`src/rtl/io_map_pkg.sv`:
```
// Shared address map and control-register layout for the KEY/SW input device.
// Also provides the control-register update rule used by both input groups.
package io_map_pkg;

    localparam logic [31:0] ADDR_KDATA = 32'hF000_0010;
    localparam logic [31:0] ADDR_SDATA = 32'hF000_0014;
    localparam logic [31:0] ADDR_KCTRL = 32'hF000_0110;
    localparam logic [31:0] ADDR_SCTRL = 32'hF000_0114;

    localparam int unsigned CTRL_RDY = 0;
    localparam int unsigned CTRL_OVR = 2;
    localparam int unsigned CTRL_IE  = 4;

    localparam int unsigned KEY_BITS = 4;
    localparam int unsigned SW_BITS  = 10;

    typedef struct packed {
        logic ie;
        logic ovr;
        logic rdy;
    } ctrl_t;

    function automatic logic [31:0] ctrl_word(input ctrl_t c);
        logic [31:0] w;
        w           = '0;
        w[CTRL_RDY] = c.rdy;
        w[CTRL_OVR] = c.ovr;
        w[CTRL_IE]  = c.ie;
        return w;
    endfunction

    // A change event outranks a read-clear in the same cycle and only overruns if RDY survives.
    function automatic ctrl_t ctrl_next(input ctrl_t cur, input logic chg, input logic rd_clr,
                                        input logic wr, input logic wr_ie, input logic wr_keep_ovr);
        ctrl_t nxt;
        nxt = cur;
        if (wr) begin
            nxt.ie = wr_ie;
            if (!wr_keep_ovr) nxt.ovr = 1'b0;
        end
        if (chg) begin
            nxt.rdy = 1'b1;
            if (cur.rdy && !rd_clr) nxt.ovr = 1'b1;
        end else if (rd_clr) begin
            nxt.rdy = 1'b0;
        end
        return nxt;
    endfunction

endpackage

```
`src/rtl/debounce_cell.sv`:
```
// Two-flop synchroniser followed by a stability counter for one input bit.
// flip_c_o pulses in the cycle whose edge updates the stable bit.
module debounce_cell #(
    parameter int unsigned DEBOUNCE_CYCLES = 100000,
    parameter int unsigned CNT_BITS        = 17
) (
    input  logic clk,
    input  logic reset,
    input  logic pin_i,
    output logic stable_o,
    output logic flip_c_o
);

    localparam logic [CNT_BITS-1:0] CNT_LAST = CNT_BITS'(DEBOUNCE_CYCLES - 1);

    logic                sync1_q;
    logic                sync2_q;
    logic                stable_q;
    logic                stable_d;
    logic [CNT_BITS-1:0] cnt_q;
    logic [CNT_BITS-1:0] cnt_d;

    always_comb begin
        cnt_d    = '0;
        stable_d = stable_q;
        flip_c_o = 1'b0;
        if (sync2_q != stable_q) begin
            if (cnt_q == CNT_LAST) begin
                stable_d = sync2_q;
                flip_c_o = 1'b1;
            end else begin
                cnt_d = cnt_q + CNT_BITS'(1);
            end
        end
    end

    always_ff @(posedge clk) begin
        if (!reset) begin
            sync1_q  <= 1'b0;
            sync2_q  <= 1'b0;
            stable_q <= 1'b0;
            cnt_q    <= '0;
        end else begin
            sync1_q  <= pin_i;
            sync2_q  <= sync1_q;
            stable_q <= stable_d;
            cnt_q    <= cnt_d;
        end
    end

    assign stable_o = stable_q;

endmodule

```
`src/rtl/io_input_device.sv`:
```
// Memory-mapped KEY/SW responder: debounced data registers, sticky RDY/OVR status,
// per-group interrupt enable, combinational read mux and interrupt request.
module io_input_device
    import io_map_pkg::*;
#(
    parameter int unsigned DBITS           = 32,
    parameter int unsigned DEBOUNCE_CYCLES = 100000,
    parameter int unsigned CNT_BITS        = 17
) (
    input  logic                clk,
    input  logic                reset,
    input  logic [DBITS-1:0]    addr,
    input  logic                rdEn,
    input  logic                wrtEn,
    input  logic [DBITS-1:0]    dIn,
    input  logic [KEY_BITS-1:0] key,
    input  logic [SW_BITS-1:0]  sw,
    output logic                hit,
    output logic [DBITS-1:0]    dOut,
    output logic                irq
);

    logic [KEY_BITS-1:0] kstate;
    logic [KEY_BITS-1:0] kflip;
    logic [SW_BITS-1:0]  sstate;
    logic [SW_BITS-1:0]  sflip;
    ctrl_t               kctrl_q;
    ctrl_t               kctrl_d;
    ctrl_t               sctrl_q;
    ctrl_t               sctrl_d;
    logic                sel_kdata;
    logic                sel_sdata;
    logic                sel_kctrl;
    logic                sel_sctrl;
    logic                unused_din;

    // Keys are active-low pins; inverting ahead of the sync keeps idle keys at 0 through reset.
    for (genvar i = 0; i < KEY_BITS; i++) begin : g_key
        debounce_cell #(.DEBOUNCE_CYCLES(DEBOUNCE_CYCLES), .CNT_BITS(CNT_BITS)) u_cell (
            .clk      (clk),
            .reset    (reset),
            .pin_i    (~key[i]),
            .stable_o (kstate[i]),
            .flip_c_o (kflip[i])
        );
    end

    for (genvar i = 0; i < SW_BITS; i++) begin : g_sw
        debounce_cell #(.DEBOUNCE_CYCLES(DEBOUNCE_CYCLES), .CNT_BITS(CNT_BITS)) u_cell (
            .clk      (clk),
            .reset    (reset),
            .pin_i    (sw[i]),
            .stable_o (sstate[i]),
            .flip_c_o (sflip[i])
        );
    end

    assign sel_kdata  = (addr == DBITS'(ADDR_KDATA));
    assign sel_sdata  = (addr == DBITS'(ADDR_SDATA));
    assign sel_kctrl  = (addr == DBITS'(ADDR_KCTRL));
    assign sel_sctrl  = (addr == DBITS'(ADDR_SCTRL));
    assign unused_din = ^{dIn[DBITS-1:5], dIn[3], dIn[1:0]};

    always_comb begin
        kctrl_d = ctrl_next(kctrl_q, |kflip, rdEn && sel_kdata, wrtEn && sel_kctrl,
                            dIn[CTRL_IE], dIn[CTRL_OVR]);
        sctrl_d = ctrl_next(sctrl_q, |sflip, rdEn && sel_sdata, wrtEn && sel_sctrl,
                            dIn[CTRL_IE], dIn[CTRL_OVR]);
    end

    always_ff @(posedge clk) begin
        if (!reset) begin
            kctrl_q <= '0;
            sctrl_q <= '0;
        end else begin
            kctrl_q <= kctrl_d;
            sctrl_q <= sctrl_d;
        end
    end

    always_comb begin
        hit  = 1'b0;
        dOut = '0;
        if (sel_kdata) begin
            hit  = 1'b1;
            dOut = DBITS'(kstate);
        end else if (sel_sdata) begin
            hit  = 1'b1;
            dOut = DBITS'(sstate);
        end else if (sel_kctrl) begin
            hit  = 1'b1;
            dOut = DBITS'(ctrl_word(kctrl_q));
        end else if (sel_sctrl) begin
            hit  = 1'b1;
            dOut = DBITS'(ctrl_word(sctrl_q));
        end
    end

    assign irq = (kctrl_q.ie & kctrl_q.rdy) | (sctrl_q.ie & sctrl_q.rdy);

endmodule

```
`config.mk`:
```
export PLATFORM = sky130hd
export DESIGN_NAME = io_input_device
export DESIGN_NICKNAME = d
export VERILOG_FILES = /design/src/rtl/io_map_pkg.sv /design/src/rtl/debounce_cell.sv /design/src/rtl/io_input_device.sv
export SDC_FILE = /design/constraint.sdc
export NUM_CORES = 1
export LEC_CHECK = 0
export ABC_AREA = 1
export CAP_MARGIN = 20
export CORE_ASPECT_RATIO = 1.4
export CORE_MARGIN = 2
export CORE_UTILIZATION = 50
export CTS_BUF_LIST = sky130_fd_sc_hd__clkbuf_16
export CTS_CLUSTER_DIAMETER = 200
export DETAILED_ROUTE_END_ITERATION = 8
export DONT_BUFFER_PORTS = 1
export HOLD_SLACK_MARGIN = 0.08
export PLACE_DENSITY = 0.68
export SETUP_SLACK_MARGIN = 0.1
export SLEW_MARGIN = 20
export SYNTH_ARGS = -nofsm -noshare
export SYNTH_HDL_FRONTEND = slang
export SYNTH_HIERARCHICAL = 1
export SYNTH_SLANG_ARGS = --single-unit
```
`constraint.sdc`:
```
create_clock -name clk -period 1.4 [get_ports clk]
set_input_delay 0.14 -clock clk [delete_from_list [all_inputs] [get_ports clk]]
set_output_delay 0.14 -clock clk [all_outputs]
set_load 0.02 [all_outputs]
```
Word-level counts from Yosys, hierarchy flattened:

Cells that the tools add are included.

* bits in registers: 286
* logic and storage cells: 218

* $add $sub $neg: 14
* equality and inequality tests: 32
* mux-type cells: 48
* bitwise operators: 22
* reduce and logical (&&, ||, !) cells: 40

Operators by type and width (number)
* adder 17 x 1 -> 17 bit (second input constant): 14
* == test 17 bit (second input constant): 14
* == test 32 bit (second input constant): 4
* two-way mux 1 bit: 44
* OR reduction 3 bit: 14
* AND reduction 2 bit: 14
* two-way mux 10 bit: 2
* NOT 1 bit: 19
* inequality test 1 bit: 14
* two-way mux 5 bit: 2
* OR reduction 10 bit: 1
* logical AND 1 bit: 6
* nonzero test 2 bit: 2
* OR reduction 4 bit: 1
* bitwise AND 1 bit: 2
* logical NOT 1 bit: 2
* OR 1 bit: 1

Longest topological paths before layout:

Gate-level depths: netlist of run 1.

* word-level depth: 6
* mapped depth: 11
* depth with buffers taken out: 11

Cells and area by module:

Netlist of run 1, hierarchy kept.

By module, submodules not included
* debounce_cell (g_key[0].u_cell ...): times used 13, cells each 143, area each 991.0 µm², seq. area each 400.4 µm²
* debounce_cell (g_sw[9].u_cell): times used 1, cells each 160, area each 1051.0 µm², seq. area each 400.4 µm²
* io_input_device: times used 1, cells each 183, area each 1022.2 µm², seq. area each 120.1 µm²

Least setup slack after synthesis of run 1:

No wires, ideal clock.

* path type: register to register
* start point: register g_sw[1].u_cell.cnt_q[0]
* end point: register sctrl_q[0] in the netlist's numbering
* setup time: 0.114 ns
* arrival: 1.405 ns
* required time: 1.286 ns
* slack: -0.119 ns
* stages on the path, launching flop included: 10
* path buffers: 0
* clock period less this slack: 1.519 ns
* path through: dfxtp_1 ha_1 nand3_1 inv_2 nand3_2 nor2_1 nor4_1 nand3_1 a21oi_1 nor2_1

* cells in the longest elaborated chain, start to end: 5
* elaborated cells on any way between the ends: 6

RTL lines
* start: declaration: RTL line debounce_cell.sv:20 `logic [CNT_BITS-1:0] cnt_q;`
* start signal: assignment: RTL line debounce_cell.sv:47 `cnt_q <= cnt_d;`
* == test 17 bit *: RTL line debounce_cell.sv:28 `if (cnt_q == CNT_LAST) begin`
* two-way mux 1 bit *: RTL line debounce_cell.sv:28
* two-way mux 1 bit *: RTL line debounce_cell.sv:27 `if (sync2_q != stable_q) begin`
* via sflip[1]: RTL line io_input_device.sv:26 `logic [SW_BITS-1:0] sflip;`
* OR reduction 10 bit *: RTL line io_input_device.sv:67 `sctrl_d = ctrl_next(sctrl_q, |sflip, rdEn && sel_sdata, wrtEn && sel_sctrl,`
* two-way mux 1 bit or nonzero test 2 bit (tied branches)
* end signal: assignment: RTL line io_input_device.sv:77 `sctrl_q <= sctrl_d;`
* end: declaration: RTL line io_input_device.sv:29 `ctrl_t sctrl_q;`

The timed path passes the listed nets; every way through them passes the cells marked *.
A chain may end at the register's enable or synchronous reset.

Worst setup path after layout of run 1:

* start point: register g_sw[3].u_cell.cnt_q[11]
* end point: register sctrl_q[1] in the netlist's numbering

* cells in the longest elaborated chain, start to end: 5

RTL lines
* start: declaration: RTL line debounce_cell.sv:20
* start signal: assignment: RTL line debounce_cell.sv:47
* == test 17 bit: RTL line debounce_cell.sv:28
* two-way mux 1 bit: RTL line debounce_cell.sv:28
* two-way mux 1 bit: RTL line debounce_cell.sv:27
* via sflip[3]: RTL line io_input_device.sv:26
* OR reduction 10 bit: RTL line io_input_device.sv:67
* two-way mux 1 bit: RTL line io_map_pkg.sv:41 `if (chg) begin`

The timed path passes the listed nets, and every way through them passes these cells.

==> results.ini, run 1 <==
[setup_path]
path_max_fanout = 2
cp_cell_sequence = nor2_1, nand2_1, nor2_2, nand3_4, nor2_4, nor4_4, nand3_4, nand3_2, a21oi_2
cp_slowest_cell = dfxtp_1
slowest_delay_ns = 0.31
worst_setup_path_end_kind = flip-flop
cp-start-kind = flip-flop
required_ns = 1.87
critPathBufInv = 0
cpLargestDelayFamily = simple AND/OR/NAND/NOR gates
cp.arrival_ns = 2.01
crit_type = reg2reg
crit_top_cell = nand3_4

[clock_network]
clk_path_buf_depth = 3
cts_buffers = 29
clk_pin_slew_ns = 0.07
clockRootBuffer = clkbuf_16
cts_tree = yes
worstSkewPairLatency_ns = 0.55
htree_levels = 1
clkSinkCount = 286

[floorplanning]
die_y_microns = 209
num_rows = 74
ios = 116
coreArea_sq_um = 29400
initial_core_util = 0.510
die_w_microns = 150
dieArea_sq_um = 31300

[global_route]
grt_usage = 0.238
overflow = 0
grt_max_degree = 66
globalRouteMet2Util = 0.453
antenna_found_initial = 0
grt_pass1_vias = 14700
grt_pass1_wl_microns = 63300
grt_util_met1 = 0.263
use_met3 = 0.0325
globalRoute.busiestLayer = met2

[sta]
fmax_ghz = 0.649
setup_violations = 11
rsz0062_at_grt = yes
finalWorstSetupSlack_ns = -0.140
worst_clock_skew_ns = 0.0160
period_needed_ns = 1.54
timing.final.crit_share = 1.10
finalMaxSlewViolations = 0
hold_viol_final = 0

[detailed_routing]
via_per_inst = 5.18
routed_wl_microns = 42000
vias = 15500
wl_per_cell_microns = 14.1
route.detailed.drc = 0
drt_iter0_markers = 911
antenna_left = 0
drtPass1Iterations = 5

[synthesis]
synth_edf_count = 0
synth-adder-area-share = 0.0117
synth_compound_area_frac = 0.0454
syn-instance-count = 2202
synth_flop_cell = dfxtp_1
avgSynthCellArea_sq_um = 6.79
synth_seq_cells = 286
synth_top_family_by_area = simple AND/OR/NAND/NOR gates
synth-xor-area-share = 0.0744
synth-simple-area-share = 0.407
synth_warnings = 6
syn_area_sq_um = 15000
synthMuxAreaShare = 0
synth.distinct_cells = 29
synth-seq-area-share = 0.383
ys_async_sr_fraction = 0

[final_layout]
nets = 2686
final_core_util = 0.718
layout_commonest_cell = nand2_1
final_area_sq_um = 21100
layout_common_cells = nand2_1, nor2_1, buf_4, dfxtp_1, inv_1
diodes = 0
drive_gt1_frac = 0.330
fillers = 2191
area_growth_pct = 40.9

[placement]
post_dp_cell_area_sq_um = 17600
io_buffers = 0
post-dp-hpwl_microns = 26400
gp_congestion = 0.891

[outcome]
violations = negative setup slack
outcome = finished with violations

[job]
maxCapViolCount = 0

[pwr]
power.density_nw_per_um2 = 782
ir_drop_mv = 0.833
leakagePower_nw = 7.64

[min_path]
min_path_type = in2reg

-- report_power, final --
| part | switching [W] | leakage [nW] | internal (W) |
|---|---|---|---|
| clock | 0.00331 | 0.459 | 0.00448 |
| sequential | 0.0000321 | 2.35 | 0.00818 |
| combinational | 0.000303 | 4.83 | 0.000168 |
-- final cells by class --
class | instances | area [sq um] | area share
Tap cell | 380 | 475 | 0.0226
Inverter | 224 | 853 | 0.0405
Sequential cell | 286 | 5840 | 0.277
Timing Repair Buffer | 364 | 2960 | 0.141
Multi-Input combinational cell | 1685 | 10000 | 0.475
Clock buffer | 29 | 726 | 0.0344
Clock inverter | 22 | 206 | 0.00980
-- cell families after synthesis --
group           after synthesis
simple gates               1379
other cells                   1
buf+inv                     261
xor+xnor                    127
compound gates              134
flops                       286
fa+ha+maj                    14
-- routing by layer --
layer | wire length [microns] | share of wire
met3 | 1710 | 0.041
met5 | 0 | 0
met2 | 22400 | 0.53
met1 | 16300 | 0.39
met4 | 1630 | 0.039
-- timing repair --
action                     4_1_cts  5_1_grt
setup buffers                   19       23
hold endpoints to repair       286        0
hold buffers                    32        0
setup endpoints to repair       66      263
gates resized for setup        141      366
pin swaps                       40      129
gates cloned                     1       10
-- metrics by stage --
| stage | hold WS, ns | setup TNS [ns] | instances | total power (W) | setup WS, ns |
|---|---|---|---|---|---|
| floorplan | 0.233 | 0 | 2223 | 0.00867 | 0.00153 |
| global placement | 0.241 | -0.751 | 2868 | 0.00865 | -0.206 |
| detailed placement | 0.242 | -0.992 | 2868 | 0.00866 | -0.234 |
| CTS | 0.0974 | -0.666 | 2971 | 0.0165 | -0.128 |
| global route | 0.217 | -1.41 | 2990 | 0.0170 | -0.202 |
| finish | 0.181 | -0.663 | 2990 | 0.0165 | -0.140 |
-- cells in the mapped netlist (13+ instances only) --
library cell | n | area [sq um]
nand2_1 | 509 | 1910
nor2_1 | 488 | 1830
dfxtp_1 | 286 | 5730
inv_1 | 202 | 758
nand3_1 | 178 | 891
a21oi_1 | 98 | 490
xor2_1 | 72 | 631
xnor2_1 | 55 | 482
nand4_1 | 46 | 288
nor2_2 | 46 | 288
o21ai_0 | 29 | 145
nand3b_1 | 27 | 203
nor3_1 | 27 | 135
buf_4 | 22 | 165
inv_2 | 22 | 82.6
nand2_4 | 18 | 203
buf_6 | 15 | 169
nand3_2 | 15 | 150
ha_1 | 14 | 175
or2_2 | 13 | 81.3
-- registers in the layout, summed over array words and instances, names as in the netlist --
register and count:
g_key.u_cell/cnt_q 68, g_key.u_cell/stable_o 4, g_key.u_cell/sync1_q 4, g_key.u_cell/sync2_q 4, g_sw.u_cell/cnt_q 170, g_sw.u_cell/stable_o 10, g_sw.u_cell/sync1_q 10, g_sw.u_cell/sync2_q 10
kctrl_q 3, sctrl_q 3
-- path summary, 6_finish.rpt --
path                                 start                      to  slack, ns  cells past startpoint
setup / recovery  g_sw[3].u_cell/cnt_q[11]              sctrl_q[1]      -0.14                      9
hold / removal                     addr[4]              sctrl_q[1]       0.18                      7
setup reg to reg  g_sw[3].u_cell/cnt_q[11]              sctrl_q[1]      -0.14                      9
hold reg to reg     g_sw[9].u_cell/sync1_q  g_sw[9].u_cell/sync2_q       0.42                      2
-- worst reg2reg max path, stage by stage (launching register included) --
cell     delay, ns
dfxtp_1       0.31
nor2_1        0.15
nand2_1       0.09
nor2_2        0.22
nand3_4       0.15
nor2_4        0.15
nor4_4        0.07
nand3_4       0.11
nand3_2       0.07
a21oi_2       0.14
No activity file was read; power rests on OpenSTA's default activity.
==> run 2, diff against run 1 <==
- clock period: 1.4 -> 1.38 ns (I/O delays scaled with it)
==> run 2 against run 1 <==
The run still ends with negative setup slack left. First-iteration DRC count rose by 3.1%. Clock skew rose by 0.0060 ns. Critical path depth fell by 5. Final area rose by 2.3%. Sequential share of layout area fell by 0.63 points. Via count rose by 2.3%. Count of clock-buffer cells in the layout did not move. Combinational power rose by 13%. Largest power group unchanged.
==> results.ini, run 2 (synthesis results as in run 1) <==
[outcome]
outcome = finished with violations
violations = negative setup slack

[job]
maxCapViolCount = 0  ; unchanged

[pwr]
leakagePower_nw = 7.86  ; +2.8%
seq_power_share = 0.492  ; -0.006
ir_drop_mv = 1.35  ; +62%
pwr-share-clk = 0.477  ; +0.004
p_sw_frac = 0.220  ; -0.00189
internal_power_w = 0.0132  ; +3.2%
p_comb_frac = 0.031  ; +0.002
power.density_nw_per_um2 = 787  ; +0.65%
switchingPower_w = 0.00372  ; +2.1%

[final_layout]
largest_reg_flops = 170  ; unchanged
layout_commonest_cell = nand2_1
fillers = 2086  ; -4.8%
largestRegisters = g_sw.u_cell/cnt_q (170), g_key.u_cell/cnt_q (68)
diodes = 0  ; unchanged
area_growth_pct = 44.1
top_register = g_sw.u_cell/cnt_q
drive_gt1_frac = 0.349  ; +0.0184
nets = 2718  ; +1.2%
layout_common_cells = nand2_1, nor2_1, buf_4, inv_1, dfxtp_1

[sta]
period_needed_ns = 1.59
setup_tns_ns = -1.43  ; -0.771 ns
hold_viol_final = 0  ; unchanged
finalWorstSetupSlack_ns = -0.210  ; -0.0696 ns
worstMarginPinSlew_ns = 0.554
rsz0062_at_grt = yes
setup_violations = 15  ; +4
max_slew_margin = 0.630
worst_clock_skew_ns = 0.0220  ; +0.00598 ns
finalMaxSlewViolations = 0  ; unchanged
fmax_ghz = 0.629
hold_slack_ns = 0.187  ; +0.00561 ns
timing.final.crit_share = 1.15

[clock_network]
worstSkewPairLatency_ns = 0.57  ; +0.02 ns
cts_buffers = 29  ; unchanged
clk_pin_slew_ns = 0.07  ; about the same
htree_levels = 1  ; unchanged
clkSinkCount = 286  ; unchanged
clk_path_buf_depth = 3  ; unchanged
clockRootBuffer = clkbuf_16
cts_tree = yes

[detailed_routing]
via_per_inst = 5.24  ; +1.1%
vias = 15900  ; +2.3%
drtPass1Iterations = 5  ; unchanged
wl_per_cell_microns = 14.5  ; +2.8%
routed_wl_microns = 43700  ; +4.0%
drt_iter0_markers = 939  ; +3.1%
route.detailed.drc = 0  ; unchanged
antenna_left = 0  ; unchanged

[floorplanning]
dieArea_sq_um = 31300  ; unchanged
num_rows = 74  ; unchanged
die_w_microns = 150  ; unchanged
die_y_microns = 209  ; unchanged
initial_core_util = 0.510  ; unchanged
ios = 116  ; unchanged
coreArea_sq_um = 29400  ; unchanged

[setup_path]
slowest_delay_ns = 0.40  ; +0.09 ns
required_ns = 1.24  ; -0.63 ns
crit_top_cell = nand2_1
worst_setup_path_end_kind = output port
cp-start-kind = flip-flop
crit_type = reg2out
cp.arrival_ns = 1.45  ; -0.56 ns
cp_cell_sequence = nand3_1, nand2_1, nand2_1, nand2_4
path_max_fanout = 4  ; +2
cp_slowest_cell = dfxtp_2

[placement]
io_buffers = 0  ; unchanged
gp_congestion = 0.932  ; +4.7%
post-dp-hpwl_microns = 26600  ; +1.1%

[global_route]
antenna_found_initial = 0  ; unchanged
grt_pass1_vias = 15100  ; +2.3%
grt_max_degree = 66  ; unchanged
overflow = 0  ; unchanged
grt_pass1_wl_microns = 64900  ; +2.6%
grt_usage = 0.245  ; +0.00718

[min_path]
min_path_type = in2reg

run 2: cell types whose count changed in the layout (fill, tap and decap cells not counted), sizes merged:
cell,delta
dlygate4sd3,+17
buf,+16
clkinv,+2
clkinvlp,-2
bufinv,+1
inv,+1
nand2,-1
run 2: worst paths after layout:
check / startpoint / to / slack (ns) / depth (start not counted)
min reg2reg: g_key[0].u_cell/sync1_q / g_key[0].u_cell/sync2_q / 0.41 / 2
max: sctrl_q[0] / dOut[0] / -0.21 / 4
min: addr[30] / sctrl_q[2] / 0.19 / 6
max reg2reg: g_sw[6].u_cell/stable_o / sctrl_q[0] / -0.18 / 6
run 2: critical path, delay by kind of cell (launching register included):
family | cells | cell delay [ns]
flops | 1 | 0.40
simple gates | 4 | 0.47
run 2: power groups by stage:
stage	Clock (W)	Sequential, W	Combinational (W)
final	0.00809	0.00834	0.000531
after global routing	0.00859	0.00834	0.000573
after CTS	0.00824	0.00833	0.000425
after detailed placement	0	0.00852	0.000268
after global placement	0	0.00852	0.000262
after floorplan	0	0.00851	0.000279
run 2: final cells by class:
cell class / count / area, sq um / area share
timing repair buffer: 397 / 3300 / 0.153
clock buffer: 29 / 726 / 0.0337
inverter: 224 / 856 / 0.0397
sequential: 286 / 5840 / 0.271
tap: 380 / 475 / 0.0221
multi-input combinational: 1684 / 10100 / 0.470
clock inverter: 24 / 234 / 0.0109
run 2: what timing repair did:
action | in CTS | in global routing
endpoints found under the setup margin | 74 | 252
hold endpoints to repair | 286 | 0
gates resized for setup | 148 | 418
setup buffers | 19 | 27
hold buffers | 49 | 0
cloned | 0 | 9
pin swaps | 62 | 134
run 2: layer usage:
metal | global-route usage | wire [microns]
met1 | 0.269 | 16400
met2 | 0.459 | 23100
met3 | 0.0393 | 2170
met4 | 0.101 | 1990
met5 | 0 | 0
run 2: stage by stage:
step | instance area, sq um | worst slack [ns] | utilization | instances | power (W)
3_5_place_dp | 17700 | -0.205 | 0.603 | 2876 | 0.00878
4_1_cts | 19800 | -0.189 | 0.674 | 2997 | 0.0170
3_3_place_gp | 17700 | -0.209 | 0.603 | 2876 | 0.00878
2_1_floorplan | 15200 | -0.0185 | - | 2223 | 0.00879
6_report | 21600 | -0.210 | 0.734 | 3024 | 0.0170
5_1_grt | 21600 | -0.242 | 0.734 | 3024 | 0.0175
